<file path="src/rtl/fm_weight_reader.sv">
// fm_weight_reader: sequential read master for the parameter flash.
// On start, reads the 326-word image (8 hidden records of 37 words, then
// 10 output records of 3 words) one word at a time. Each word is presented
// on a valid/ready stream, tagged with its layer, neuron index and kind.
//
// Optional feature macro: FM_NIBBLE_UNPACK_EN. When it is defined, each
// weight word is split into four signed 4-bit beats (bits [15:12] first),
// and each beat is sign-extended to 16 bits. Biases stay as one 16-bit beat.
//
// Ports:
//   clk, n_rst         clock, asynchronous active-low reset
//   start              load request, honoured only when idle
//   fm_ce/fm_oe/fm_we  flash controls (fm_we is tied low)
//   fm_address         flash word address
//   fm_data            flash read data
//   out_data           parameter beat
//   out_is_bias        1 = bias, 0 = weight
//   out_layer          0 = hidden, 1 = output
//   out_neuron         global neuron index (0..17)
//   out_valid/ready    stream handshake
//   out_last           final beat of the image
//   busy               high from start acceptance through the last beat
//   done               one-cycle pulse after the last beat is accepted
module fm_weight_reader #(
  parameter int unsigned BASE_ADDR   = 0,
  parameter int unsigned WAIT_CYCLES = 2
) (
  input  logic        clk,
  input  logic        n_rst,
  input  logic        start,
  output logic        fm_ce,
  output logic        fm_oe,
  output logic        fm_we,
  output logic [15:0] fm_address,
  input  logic [15:0] fm_data,
  output logic [15:0] out_data,
  output logic        out_is_bias,
  output logic        out_layer,
  output logic [4:0]  out_neuron,
  output logic        out_valid,
  input  logic        out_ready,
  output logic        out_last,
  output logic        busy,
  output logic        done
);

  localparam int unsigned AW           = 16;
  localparam int unsigned OFF_W        = 9;
  localparam int unsigned POS_W        = 6;
  localparam int unsigned NEU_W        = 5;
  localparam int unsigned WAIT_W       = 4;
  localparam int unsigned LAST_OFFSET  = 325;
  localparam int unsigned HID_LAST_POS = 36;
  localparam int unsigned OUT_LAST_POS = 2;
  localparam int unsigned HID_NEURONS  = 8;

  localparam logic [2:0] S_IDLE    = 3'd0;
  localparam logic [2:0] S_ACCESS  = 3'd1;
  localparam logic [2:0] S_CAPTURE = 3'd2;
  localparam logic [2:0] S_PRESENT = 3'd3;
  localparam logic [2:0] S_DONE    = 3'd4;

  logic [2:0]       state, state_nxt;
  logic [WAIT_W-1:0] wait_cnt, wait_cnt_nxt;
  logic [OFF_W-1:0] offset, offset_nxt;
  logic [POS_W-1:0] pos, pos_nxt;
  logic [NEU_W-1:0] neuron, neuron_nxt;
  logic [15:0]      word_q, word_q_nxt;
  logic             fm_ce_nxt, fm_oe_nxt;
  logic [AW-1:0]    fm_address_nxt;
  logic [15:0]      out_data_nxt;
  logic             out_is_bias_nxt, out_layer_nxt, out_valid_nxt, out_last_nxt;
  logic [4:0]       out_neuron_nxt;
  logic             busy_nxt, done_nxt;

  logic             hidden, rec_last, last_word;
  logic [OFF_W-1:0] offset_inc;

  assign fm_we      = 1'b0;
  assign hidden     = neuron < NEU_W'(HID_NEURONS);
  assign rec_last   = hidden ? (pos == POS_W'(HID_LAST_POS)) : (pos == POS_W'(OUT_LAST_POS));
  assign last_word  = offset == OFF_W'(LAST_OFFSET);
  assign offset_inc = offset + OFF_W'(1);

`ifdef FM_NIBBLE_UNPACK_EN
  logic [1:0] nib_cnt, nib_cnt_nxt;

  // Selected nibble of a weight word, sign-extended to 16 bits.
  function automatic logic [15:0] nib_sext(input logic [15:0] w, input logic [1:0] idx);
    logic [3:0] n;
    case (idx)
      2'd0:    n = w[15:12];
      2'd1:    n = w[11:8];
      2'd2:    n = w[7:4];
      default: n = w[3:0];
    endcase
    return {{12{n[3]}}, n};
  endfunction
`endif

  // Next-state and next-output logic.
  always_comb begin
    state_nxt       = state;
    wait_cnt_nxt    = wait_cnt;
    offset_nxt      = offset;
    pos_nxt         = pos;
    neuron_nxt      = neuron;
    word_q_nxt      = word_q;
    fm_ce_nxt       = fm_ce;
    fm_oe_nxt       = fm_oe;
    fm_address_nxt  = fm_address;
    out_data_nxt    = out_data;
    out_is_bias_nxt = out_is_bias;
    out_layer_nxt   = out_layer;
    out_neuron_nxt  = out_neuron;
    out_valid_nxt   = out_valid;
    out_last_nxt    = out_last;
    busy_nxt        = busy;
    done_nxt        = 1'b0;
`ifdef FM_NIBBLE_UNPACK_EN
    nib_cnt_nxt     = nib_cnt;
`endif

    case (state)
      S_IDLE: begin
        if (start) begin
          state_nxt      = S_ACCESS;
          wait_cnt_nxt   = '0;
          offset_nxt     = '0;
          pos_nxt        = '0;
          neuron_nxt     = '0;
          fm_ce_nxt      = 1'b1;
          fm_oe_nxt      = 1'b1;
          fm_address_nxt = AW'(BASE_ADDR);
          busy_nxt       = 1'b1;
        end
      end

      S_ACCESS: begin
        // Data is sampled on the edge that ends the last wait cycle.
        if (wait_cnt == WAIT_W'(WAIT_CYCLES)) begin
          state_nxt  = S_CAPTURE;
          word_q_nxt = fm_data;
          fm_ce_nxt  = 1'b0;
          fm_oe_nxt  = 1'b0;
        end else begin
          wait_cnt_nxt = wait_cnt + WAIT_W'(1);
        end
      end

      S_CAPTURE: begin
        state_nxt       = S_PRESENT;
        out_valid_nxt   = 1'b1;
        out_is_bias_nxt = pos == '0;
        out_layer_nxt   = !hidden;
        out_neuron_nxt  = neuron;
`ifdef FM_NIBBLE_UNPACK_EN
        nib_cnt_nxt     = '0;
        out_data_nxt    = (pos == '0) ? word_q : nib_sext(word_q, 2'd0);
        out_last_nxt    = last_word && (pos == '0);
`else
        out_data_nxt    = word_q;
        out_last_nxt    = last_word;
`endif
      end

      S_PRESENT: begin
        if (out_ready) begin
`ifdef FM_NIBBLE_UNPACK_EN
          if (!out_is_bias && nib_cnt != 2'd3) begin
            // Remaining nibbles of the same word need no new flash read.
            nib_cnt_nxt  = nib_cnt + 2'd1;
            out_data_nxt = nib_sext(word_q, nib_cnt + 2'd1);
            out_last_nxt = last_word && (nib_cnt == 2'd2);
          end else
`endif
          begin
            out_valid_nxt = 1'b0;
            out_last_nxt  = 1'b0;
            if (last_word) begin
              state_nxt = S_DONE;
              busy_nxt  = 1'b0;
              done_nxt  = 1'b1;
            end else begin
              state_nxt      = S_ACCESS;
              wait_cnt_nxt   = '0;
              offset_nxt     = offset_inc;
              fm_ce_nxt      = 1'b1;
              fm_oe_nxt      = 1'b1;
              fm_address_nxt = AW'(BASE_ADDR) + AW'(offset_inc);
              if (rec_last) begin
                pos_nxt    = '0;
                neuron_nxt = neuron + NEU_W'(1);
              end else begin
                pos_nxt = pos + POS_W'(1);
              end
            end
          end
        end
      end

      S_DONE: state_nxt = S_IDLE;

      default: state_nxt = S_IDLE;
    endcase
  end

  // State and registered outputs.
  always_ff @(posedge clk or negedge n_rst) begin
    if (!n_rst) begin
      state       <= S_IDLE;
      wait_cnt    <= '0;
      offset      <= '0;
      pos         <= '0;
      neuron      <= '0;
      word_q      <= '0;
      fm_ce       <= 1'b0;
      fm_oe       <= 1'b0;
      fm_address  <= AW'(BASE_ADDR);
      out_data    <= '0;
      out_is_bias <= 1'b0;
      out_layer   <= 1'b0;
      out_neuron  <= '0;
      out_valid   <= 1'b0;
      out_last    <= 1'b0;
      busy        <= 1'b0;
      done        <= 1'b0;
`ifdef FM_NIBBLE_UNPACK_EN
      nib_cnt     <= '0;
`endif
    end else begin
      state       <= state_nxt;
      wait_cnt    <= wait_cnt_nxt;
      offset      <= offset_nxt;
      pos         <= pos_nxt;
      neuron      <= neuron_nxt;
      word_q      <= word_q_nxt;
      fm_ce       <= fm_ce_nxt;
      fm_oe       <= fm_oe_nxt;
      fm_address  <= fm_address_nxt;
      out_data    <= out_data_nxt;
      out_is_bias <= out_is_bias_nxt;
      out_layer   <= out_layer_nxt;
      out_neuron  <= out_neuron_nxt;
      out_valid   <= out_valid_nxt;
      out_last    <= out_last_nxt;
      busy        <= busy_nxt;
      done        <= done_nxt;
`ifdef FM_NIBBLE_UNPACK_EN
      nib_cnt     <= nib_cnt_nxt;
`endif
    end
  end

endmodule

</file>
<file path="config.mk">
export PLATFORM = sky130hd
export DESIGN_NAME = fm_weight_reader
export DESIGN_NICKNAME = d
export VERILOG_FILES = /design/src/rtl/fm_weight_reader.sv
export SDC_FILE = /design/constraint.sdc
export NUM_CORES = 1
export LEC_CHECK = 0
export BUFFER_PORTS_ARGS = -buffer_cell sky130_fd_sc_hd__buf_2
export CORE_MARGIN = 2
export CORE_UTILIZATION = 55
export DETAILED_ROUTE_END_ITERATION = 10
export HOLD_SLACK_MARGIN = 0.02
export PLACE_DENSITY = 0.77
export REMOVE_ABC_BUFFERS = 1
export SYNTH_ARGS = -nofsm -noshare
export SYNTH_HDL_FRONTEND = slang
export SYNTH_SLANG_ARGS = --single-unit
</file>
<file path="constraint.sdc">
create_clock -name clk -period 2.2 [get_ports clk]
set_input_delay 0.22 -clock clk [delete_from_list [all_inputs] [get_ports clk]]
set_output_delay 0.22 -clock clk [all_outputs]
set_load 0.05 [all_outputs]
</file>
# After elaboration in Yosys (flattened, before gate mapping)
# Cells that the tools add are included.
[word_totals] reg_bits=87 out_inout_bits=46
[classes] n_addsub=4 n_lt_le_gt_ge=1 eq_ne=14 muxes=43 reduce_logical=14
[ops] cell="2-to-1 mux 16 bit" n=3
[ops] cell="one-hot mux 16 bit (2 select lines)" n=1
[ops] cell="2-to-1 mux 9 bit" n=3
[ops] cell="2-to-1 mux 6 bit" n=4
[ops] cell="2-to-1 mux 5 bit" n=4
[ops] cell="one-hot mux 9 bit (2 select lines)" n=1
[ops] cell="2-to-1 mux 4 bit" n=4
[ops] cell="AND reduction 5 bit" n=3
[ops] cell="!= test 2 bit (second input constant)" n=7
[ops] cell="2-to-1 mux 3 bit" n=4
[ops] cell="one-hot mux 3 bit (4 select lines)" n=1
[ops] cell="one-hot mux 4 bit (3 select lines)" n=1
[ops] cell="one-hot mux 6 bit (2 select lines)" n=1
[ops] cell="2-to-1 mux 1 bit" n=11
[ops] cell="one-hot mux 5 bit (2 select lines)" n=1
[ops] cell="adder 9 x 1 -> 9 bit (second input constant)" n=1
[ops] cell="equality test 9 bit (second input constant)" n=1
[ops] cell="AND reduction 4 bit" n=2
[ops] cell="adder 6 x 1 -> 6 bit (second input constant)" n=1
[ops] cell="equality test 3 x 2 -> 1 bit (second input constant)" n=2
[ops] cell="equality test 6 x 2 -> 1 bit (second input constant)" n=1
[ops] cell="equality test 6 bit (second input constant)" n=1
[ops] cell="zero test 6 bit" n=1
[ops] cell="one-hot mux 1 bit (2 select lines)" n=3
[ops] cell="other kinds (12)" n=14

# Longest topological paths before layout
# Gate-level depths: netlist of run 1.
[depth] ltp_word=6 ltp_mapped=8

# Worst setup path after synthesis of run 1
# No wires, ideal clock.
[synth_path] path_kind="register to register" from="reg fm_address[1] (netlist name)" to="reg fm_address[5]" setup_time_ns=0.077 arrival_time_ns=2.010 path_slack_ns=0.112 path_stages_with_launch=9 n_path_buf=1 cell_sequence="dfrtp_1 inv_1 ha_1 and4bb_2 nand3_2 buf_2 nand3b_1 or3_1 a21oi_1"
[synth_rtl] element="end signal: assignment" line="219" rtl="fm_address <= AW'(BASE_ADDR);"
[synth_rtl] element="end signal: assignment" line="240" rtl="fm_address <= fm_address_nxt;"
[synth_rtl] element="end: declaration" line="34" rtl="output logic [15:0] fm_address,"

# Final worst setup path of run 1
[layout_path] from="reg pos[2]" to="reg neuron[4]"
[layout_between] elab_chain_cells=4 word_cells_on_any_way=5
[layout_lines] element="start: declaration" line="66" rtl="logic [POS_W-1:0] pos, pos_nxt;"
[layout_lines] element="start signal: assignment" line="235" rtl="pos <= pos_nxt;"
[layout_lines] element="equality test 6 x 2 -> 1 bit / equality test 6 bit (equally long branches)" line="81" rtl="assign rec_last = hidden ? (pos == POS_W'(HID_LAST_POS)) : (pos == POS_W'(OUT_LAST_POS));"
[layout_lines] element="2-to-1 mux 1 bit *" line="81"
[layout_lines] element="!= test 2 bit (no line) *"
[layout_lines] element="AND reduction 5 bit (no line) *"
[layout_lines] element="end signal: assignment" line="236" rtl="neuron <= neuron_nxt;"
[layout_lines] element="end: declaration" line="67" rtl="logic [NEU_W-1:0] neuron, neuron_nxt;"
# Every way passes the cells marked *; elsewhere a longest branch is shown, timed or not.
# A chain may end at the register's enable or synchronous reset.

==> results of run 1 <==
[synth_stat cells, types with 2 or more instances]
cell type	instances	area, um^2
o31ai_1	2	15.0
and2_1	3	18.8
dfrtp_1	71	1780
inv_1	7	26.3
nand2b_1	2	12.5
nand3b_1	2	15.0
o21ai_0	9	45.0
nor2_1	21	78.8
buf_2	5	25.0
buf_4	9	67.6
xor2_1	8	70.1
nor3_1	3	15.0
or3b_1	3	26.3
a21o_1	2	15.0
and4bb_2	2	25.0
o22ai_1	2	12.5
or3_1	4	25.0
nand3_1	21	105
and2b_2	2	17.5
nand4_1	4	25.0
clkbuf_1	2	7.51
o21ai_1	7	35.0
buf_6	4	45.0
nand2_1	18	67.6
or4_1	3	22.5
and3b_1	2	17.5
ha_1	7	87.6
a21oi_1	9	45.0
mux2_2	25	282
mux2_1	12	135
[path summary, 6_finish.rpt]
kind / start / to
max: pos[2] / neuron[4]
min: fm_data[14] / word_q[14]
max reg2reg: pos[2] / neuron[4]
min reg2reg: busy / busy
max in group asynchronous: n_rst / state[2]
min in group asynchronous: n_rst / out_data[14]
[per-layer routing]
metal | vias up | wire length, um
li1 | 1145 | -
met3 | 14 | 233
met4 | 0 | 144
met5 | - | 0
met2 | 41 | 3270
met1 | 1149 | 2810
[cells by family after synthesis]
logic type	synth area share [%]
buffers and inverters	5.15
DFF	53.4
muxes	12.8
and+or+nand+nor	15.9
AOI/OAI and AO/OA	7.82
adders and majority gates	2.63
other	0.113
xor gates and xnor gates	2.11
[power by group through the flow]
stage / registers (mW) / clock network (mW) / logic, mW
3_3_place_gp: 2.09 / 0 / 2.58
3_5_place_dp: 2.13 / 0 / 2.62
2_1_floorplan: 2.96 / 0 / 1.07
4_1_cts: 2.11 / 1.03 / 2.64
6_report: 2.11 / 1.02 / 2.62
5_1_grt: 2.18 / 1.09 / 2.83
[per-stage QoR]
| step | area, um^2 | setup TNS [ns] | setup WS (ns) | hold slack [ns] |
|---|---|---|---|---|
| after floorplan | 3210 | -5.66 | -0.273 | -0.0756 |
| after global placement | 3700 | 0 | 0.306 | 0.227 |
| after detailed placement | 3700 | 0 | 0.244 | 0.236 |
| after CTS | 3900 | 0 | 0.183 | 0.0765 |
| after global routing | 3900 | 0 | 0.0368 | 0.0863 |
| final | 3900 | 0 | 0.178 | 0.0811 |
[flip-flops by register name, summed over array words and instances (netlist names)]
name	cells
wait_cnt	4
fm_oe	1
word_q	16
out_neuron	5
busy	1
state	3
pos	6
neuron	5
out_layer	1
out_last	1
out_is_bias	1
done	1
out_valid	1
out_data	16
fm_address	9
[worst max-delay path: stages (launching register included)]
cell and delay, ns:
dfrtp_1 0.45, or3b_1 0.39, mux2i_1 0.19, a21oi_1 0.21, or4_1 0.52, a21oi_1 0.19
[area by class of cell]
type	instances	area [um^2]
Clock buffer	11	131
Sequential cell	71	1780
Multi-Input combinational cell	200	1410
Timing Repair Buffer	69	403
Inverter	7	26.3
Fill cell	465	1990
Clock inverter	5	58.8
Tap cell	75	93.8
==> summary.txt, run 1 <==
Logic synthesis
  – Netlist cell types: 50
  – Number of synthesized flops with an enable pin: 0
  – YS warnings: 0
  – Async S/R FF share, synth: 100%
  – Area of the mapped netlist: 3330 um^2
  – FF+latch count, synth: 71
  – Post-synthesis cell count: 291
  – Main synth FF type: dfrtp_1
  – Post-synthesis sequential area ratio: 53.4%
  – Avg Inst Size Synth: 11.4 um^2

Cells and area
  – Non-Filler Instances: 438
  – Layout cells sized above 1: 32.5%
  – Leading cell type in the layout, fill and taps excluded: dfrtp_1
  – Core Util, Final: 66.2%
  – Layout area overhead: 17.1%
  – Final nets: 385
  – Commonest cells after routing, fill and taps aside: 71 x dfrtp_1, 57 x buf_2, 25 x mux2_2, 21 x nor2_1, 21 x nand3_1
  – Diode count: 0

Route
  – Vias per cell: 5.36
  – Antenna viol nets, final: 0
  – First DRT Iteration DRCs: 166
  – DRC Markers: 0
  – First-pass DRT Iterations: 4
  – Total number of vias: 2349
  – Final WL: 6450 um
  – WL/cell: 14.7 um

Critical path
  – R2R depth: 5
  – Critical path type: flop to flop
  – Worst R2R Setup Slack: 0.18 ns
  – Crit-path max FO: 9
  – Worst Path Required: 2.47 ns
  – Crit path DAT: 2.29 ns
  – CP Launch Type: flop
  – Crit end category: flop

Status
  – Status: finished, final reports clean

GRT
  – Global-route wire length before repair: 10700 um
  – Grt peak-use layer: met2
  – GR met3 Demand/Resource: 5.60%
  – Tot GR Track Use: 21.7%
  – Met1 GRT Util: 27.7%
  – Vias in the first global route: 2240
  – Largest net degree at the start of global routing: 50
  – Total gr overflow: 0
  – Initial antenna violation count: 0
  – Met2 Use GR: 34.9%

Pwr
  – Pint: 3.21 mW
  – PD cells: 1480 nW/um^2
  – Overall Power: 5.75 mW
  – Psw: 2.54 mW
  – Combinational Power Share: 45.6%
  – Leak: 1.85 nW
  – Peak supply drop: 0.000940 V
  – Clk pwr share: 17.7%
  – Sw frac: 44.2%
  – Sequential power share: 36.7%

Placed design
  – Count of input and output buffers: 57
  – Inst Count DP: 421
  – Routability Congestion: 0.804
  – DP HPWL: 4550 um

Clocking
  – Hold Buf Count CTS: 1
  – Worst-path clk slew: 0.08 ns
  – Clk root buf: clkbuf_8
  – TritonCTS Sinks: 71
  – # H-tree levels: 3
  – CTS tree: built
  – # resized after CTS: 0
  – Post-CTS setup repair buffer count: 0
  – Clk Latency, worst-skew pair: 0.35 ns
  – Inserted Clock Buffers: 9
  – Clock buffer depth: 2

STA
  – Final hold viol count: 0
  – Crit path time final: 2.02 ns
  – Worst-Margin Slew: 0.544 ns
  – Max-slew headroom: 63.7%
  – Layout Skew: 0.00906 ns
  – Final setup violation count: 0
  – Final period util: 91.9%
  – Slew Limit Fails: 0
  – RSZ-0062 raised after global routing: false
  – Fmax: 495 MHz

Floorplan
  – Site Rows: 28
  – Height of the die: 81.8 um
  – Die ar.: 6690 um^2
  – Io pins: 66
  – Die Wd: 81.8 um
  – Core footprint: 5890 um^2
  – Initial Util: 56.5%

Min path
  – Hold WC Path Type: primary input to flop
  – Hold Path Depth: 2

Job
  – Max-Cap Viols: 0
Note: power is estimated with default switching activity, not from simulation.
==> run 2, diff against run 1 <==
--- a/config.mk
+++ b/config.mk
@@ -5,12 +5,11 @@
 export SDC_FILE = /design/constraint.sdc
 export NUM_CORES = 1
 export LEC_CHECK = 0
-export BUFFER_PORTS_ARGS = -buffer_cell sky130_fd_sc_hd__buf_2
-export CORE_MARGIN = 2
 export CORE_UTILIZATION = 55
 export DETAILED_ROUTE_END_ITERATION = 10
+export DONT_BUFFER_PORTS = 1
 export HOLD_SLACK_MARGIN = 0.02
-export PLACE_DENSITY = 0.77
+export PLACE_DENSITY = 0.67
 export REMOVE_ABC_BUFFERS = 1
 export SYNTH_ARGS = -nofsm -noshare
 export SYNTH_HDL_FRONTEND = slang
==> run 2 against run 1 <==
  * Cell area decreased by 3.2%
  * Maximum frequency increased by 4.1%
  * Register-to-register slack improved by 0.08 ns
  * Routed wire length decreased by 3.2%
  * Global-route usage increased by 0.36 points
  * Clock-buffer cell count unchanged
  * Sequential share of layout area increased by 1.5 points
  * First-iteration DRC count decreased by 65%
  * Critical path type unchanged
==> summary.txt, run 2 (synthesized netlist as in run 1, its figures left out) <==
Cells and area
  – # fillers: 440 (-5.4%)
  – Layout cells sized above 1: 21.7% (-11 points)
  – Post-Layout Inst Area: 3770 um^2 (-3.2%)
  – Commonest cells after routing, fill and taps aside: 71 x dfrtp_1, 25 x mux2_2, 21 x nor2_1, 21 x nand3_1, 19 x buf_4
  – Non-Filler Instances: 395 (-9.8%)
  – Area of the multi-input gates: 1410 um^2 (+0.27%)
  – Layout area overhead: 13.4%
  – Leading cell type in the layout, fill and taps excluded: dfrtp_1
  – Register Area: 1780 um^2 (unchanged)
  – Diode count: 0 (unchanged)
  – Final nets: 347 (-9.9%)
  – Largest registers: out_data: 16 flops, word_q: 16 flops, fm_address: 9 flops

Min path
  – Worst min-delay path endpoint: word_q[4]
  – Hold Path Depth: 1 (-1)
  – Hold WC Path Type: primary input to flop
  – Hold Startpoint: fm_data[4]

STA
  – Layout Skew: 0.00626 ns (-0.00279 ns)
  – Crit path time final: 1.94 ns (-0.0790 ns)
  – RSZ-0062 raised after global routing: false
  – Fmax: 515 MHz (+4.1%)
  – Worst-Margin Slew: 0.501 ns (-0.0432 ns)
  – Final hold viol count: 0 (unchanged)
  – Final setup violation count: 0 (unchanged)
  – Max-slew headroom: 66.6% (+2.9 points)
  – Slew Limit Fails: 0 (unchanged)
  – Final period util: 88.3% (-3.6 points)

Floorplan
  – Height of the die: 79.8 um (-2.4%)
  – Core footprint: 5680 um^2 (-3.6%)
  – Site Rows: 27 (-3.6%)
  – Die Wd: 79.8 um (-2.4%)
  – Io pins: 66 (unchanged)
  – Initial Util: 58.6% (+2.1 points)
  – Die ar.: 6360 um^2 (-4.8%)

Clocking
  – Clock buffer depth: 2 (unchanged)
  – Clk root buf: clkbuf_8
  – Inserted Clock Buffers: 9 (unchanged)
  – CTS tree: built
  – TritonCTS Sinks: 71 (unchanged)
  – # H-tree levels: 3 (unchanged)
  – Post-CTS setup repair buffer count: 0 (unchanged)
  – Worst-path clk slew: 0.07 ns (about the same)
  – Clk Latency, worst-skew pair: 0.34 ns (about the same)

Route
  – Antenna viol nets, final: 0 (unchanged)
  – DRC Markers: 0 (unchanged)
  – First DRT Iteration DRCs: 58 (-65%)
  – Total number of vias: 2237 (-4.8%)
  – M1 WL: 2800 um (-0.39%)
  – WL/cell: 15.8 um (+7.3%)
  – Met3 wire len: 277 um (+19%)
  – Top layer in use: met4
  – Final WL: 6250 um (-3.2%)
  – Vias per cell: 5.66 (+5.6%)
  – Met2 WL post-DR: 3070 um (-6.0%)
  – First-pass DRT Iterations: 4 (unchanged)

Placed design
  – Routability Congestion: 0.804 (about the same)
  – DP HPWL: 4260 um (-6.5%)
  – Placed Area: 3440 um^2 (-6.9%)
  – Inst Count DP: 369 (-12%)
  – Count of input and output buffers: 0 (-100%)

Pwr
  – Peak supply drop: 0.000767 V (-18%)
  – Overall Power: 5.53 mW (-3.8%)
  – Leak: 1.69 nW (-8.5%)
  – PD cells: 1470 nW/um^2 (-0.60%)

GRT
  – Total gr overflow: 0 (unchanged)
  – Global-route wire length before repair: 10500 um (-1.7%)
  – Vias in the first global route: 2233 (-0.31%)
  – Initial antenna violation count: 0 (unchanged)
  – Largest net degree at the start of global routing: 72 (+44%)
  – Tot GR Track Use: 22.1% (+0.36 points)

Critical path
  – WP buf/inv: 0 (unchanged)
  – Worst R2R Setup Slack: 0.26 ns (+0.08 ns)
  – Largest stage delay on the critical path: 0.50 ns (-0.02 ns)
  – Crit path DAT: 2.21 ns (-0.08 ns)
  – R2R depth: 5 (unchanged)
  – Cell Chain, Critical Path: or3b_1, mux2i_1, a21oi_2, or4_1, a21oi_1
  – CP Launch Type: flop
  – Stages on the worst setup path: 5 (unchanged)
  – Worst Path Required: 2.46 ns (about the same)
  – Critical path type: flop to flop
  – Worst R2R Start: pos[2]
  – Crit end category: flop
  – Crit-path max FO: 11 (+2)
  – Kind of cell adding the most delay to the critical path: simple AND/OR/NAND/NOR gates
  – Slowest stage cell, crit path: or4_1
  – Worst R2R End: neuron[3]

Job
  – Max-Cap Viols: 0 (unchanged)

Status
  – Status: finished, final reports clean
==> run 2: changes by cell type in the layout (fill, tap and decap cells not counted), sizes merged <==
cell	before	now
buf	68	20
clkinv	2	0
dlygate4sd3	1	11
==> run 2: worst max path at each step <==
stage	from	to	slack, ns
5_1_grt	pos[2]	neuron[3]	0.06
4_1_cts	pos[2]	neuron[3]	0.20
2_1_floorplan	state[2]	out_data[0]	-0.27
3_5_place_dp	pos[2]	neuron[3]	0.21
6_report	pos[2]	neuron[3]	0.26
3_3_place_gp	pos[2]	neuron[4]	0.26
==> run 2: final cells by class <==
class                      instances  share of cell area, %
clock buffer                      11                   3.75
tap                               72                   2.39
clock inverter                     3                   1.19
sequential                        71                   47.1
timing repair buffer              31                   7.43
multi-input combinational        200                   37.4
inverter                           7                  0.697
==> run 2: metal layers <==
| metal | vias to the layer above | global-route usage, % |
|---|---|---|
| li1 | 1067 | - |
| met1 | 1097 | 29.1 |
| met2 | 63 | 35.2 |
| met3 | 10 | 4.80 |
| met5 | - | 0 |
| met4 | 0 | 9.64 |
==> run 2: where the power goes <==
part	total (mW)	switching, mW	internal, mW
sequential	2.81	1.03	1.78
combinational	1.73	0.974	0.756
clock	0.994	0.451	0.542
total	5.53	2.45	3.08
==> run 2: metrics by stage <==
step	util, %	setup slack, ns	TNS [ns]	hold slack (ns)
after floorplan	-	-0.273	-5.66	-0.0756
after global placement	60.7	0.257	0	-0.0742
after detailed placement	60.7	0.213	0	-0.0742
after CTS	65.9	0.196	0	0.0201
after global routing	66.4	0.0578	0	0.0214
final	66.4	0.257	0	0.0318
==> run 2: timing repair <==
item                                    in CTS  in global routing
hold buffers                                 9                  3
hold endpoints to repair                    79                  3
gates resized for setup                      0                  1
endpoints found under the setup margin       0                  2
==> run 2: worst reg2reg max path, delay by kind of cell, from the launching register on <==
family,cells,cell delay (ns)
flip-flops,1,0.45
multiplexers,1,0.22
AO/OA/AOI/OAI,2,0.32
AND/OR/NAND/NOR,2,0.89
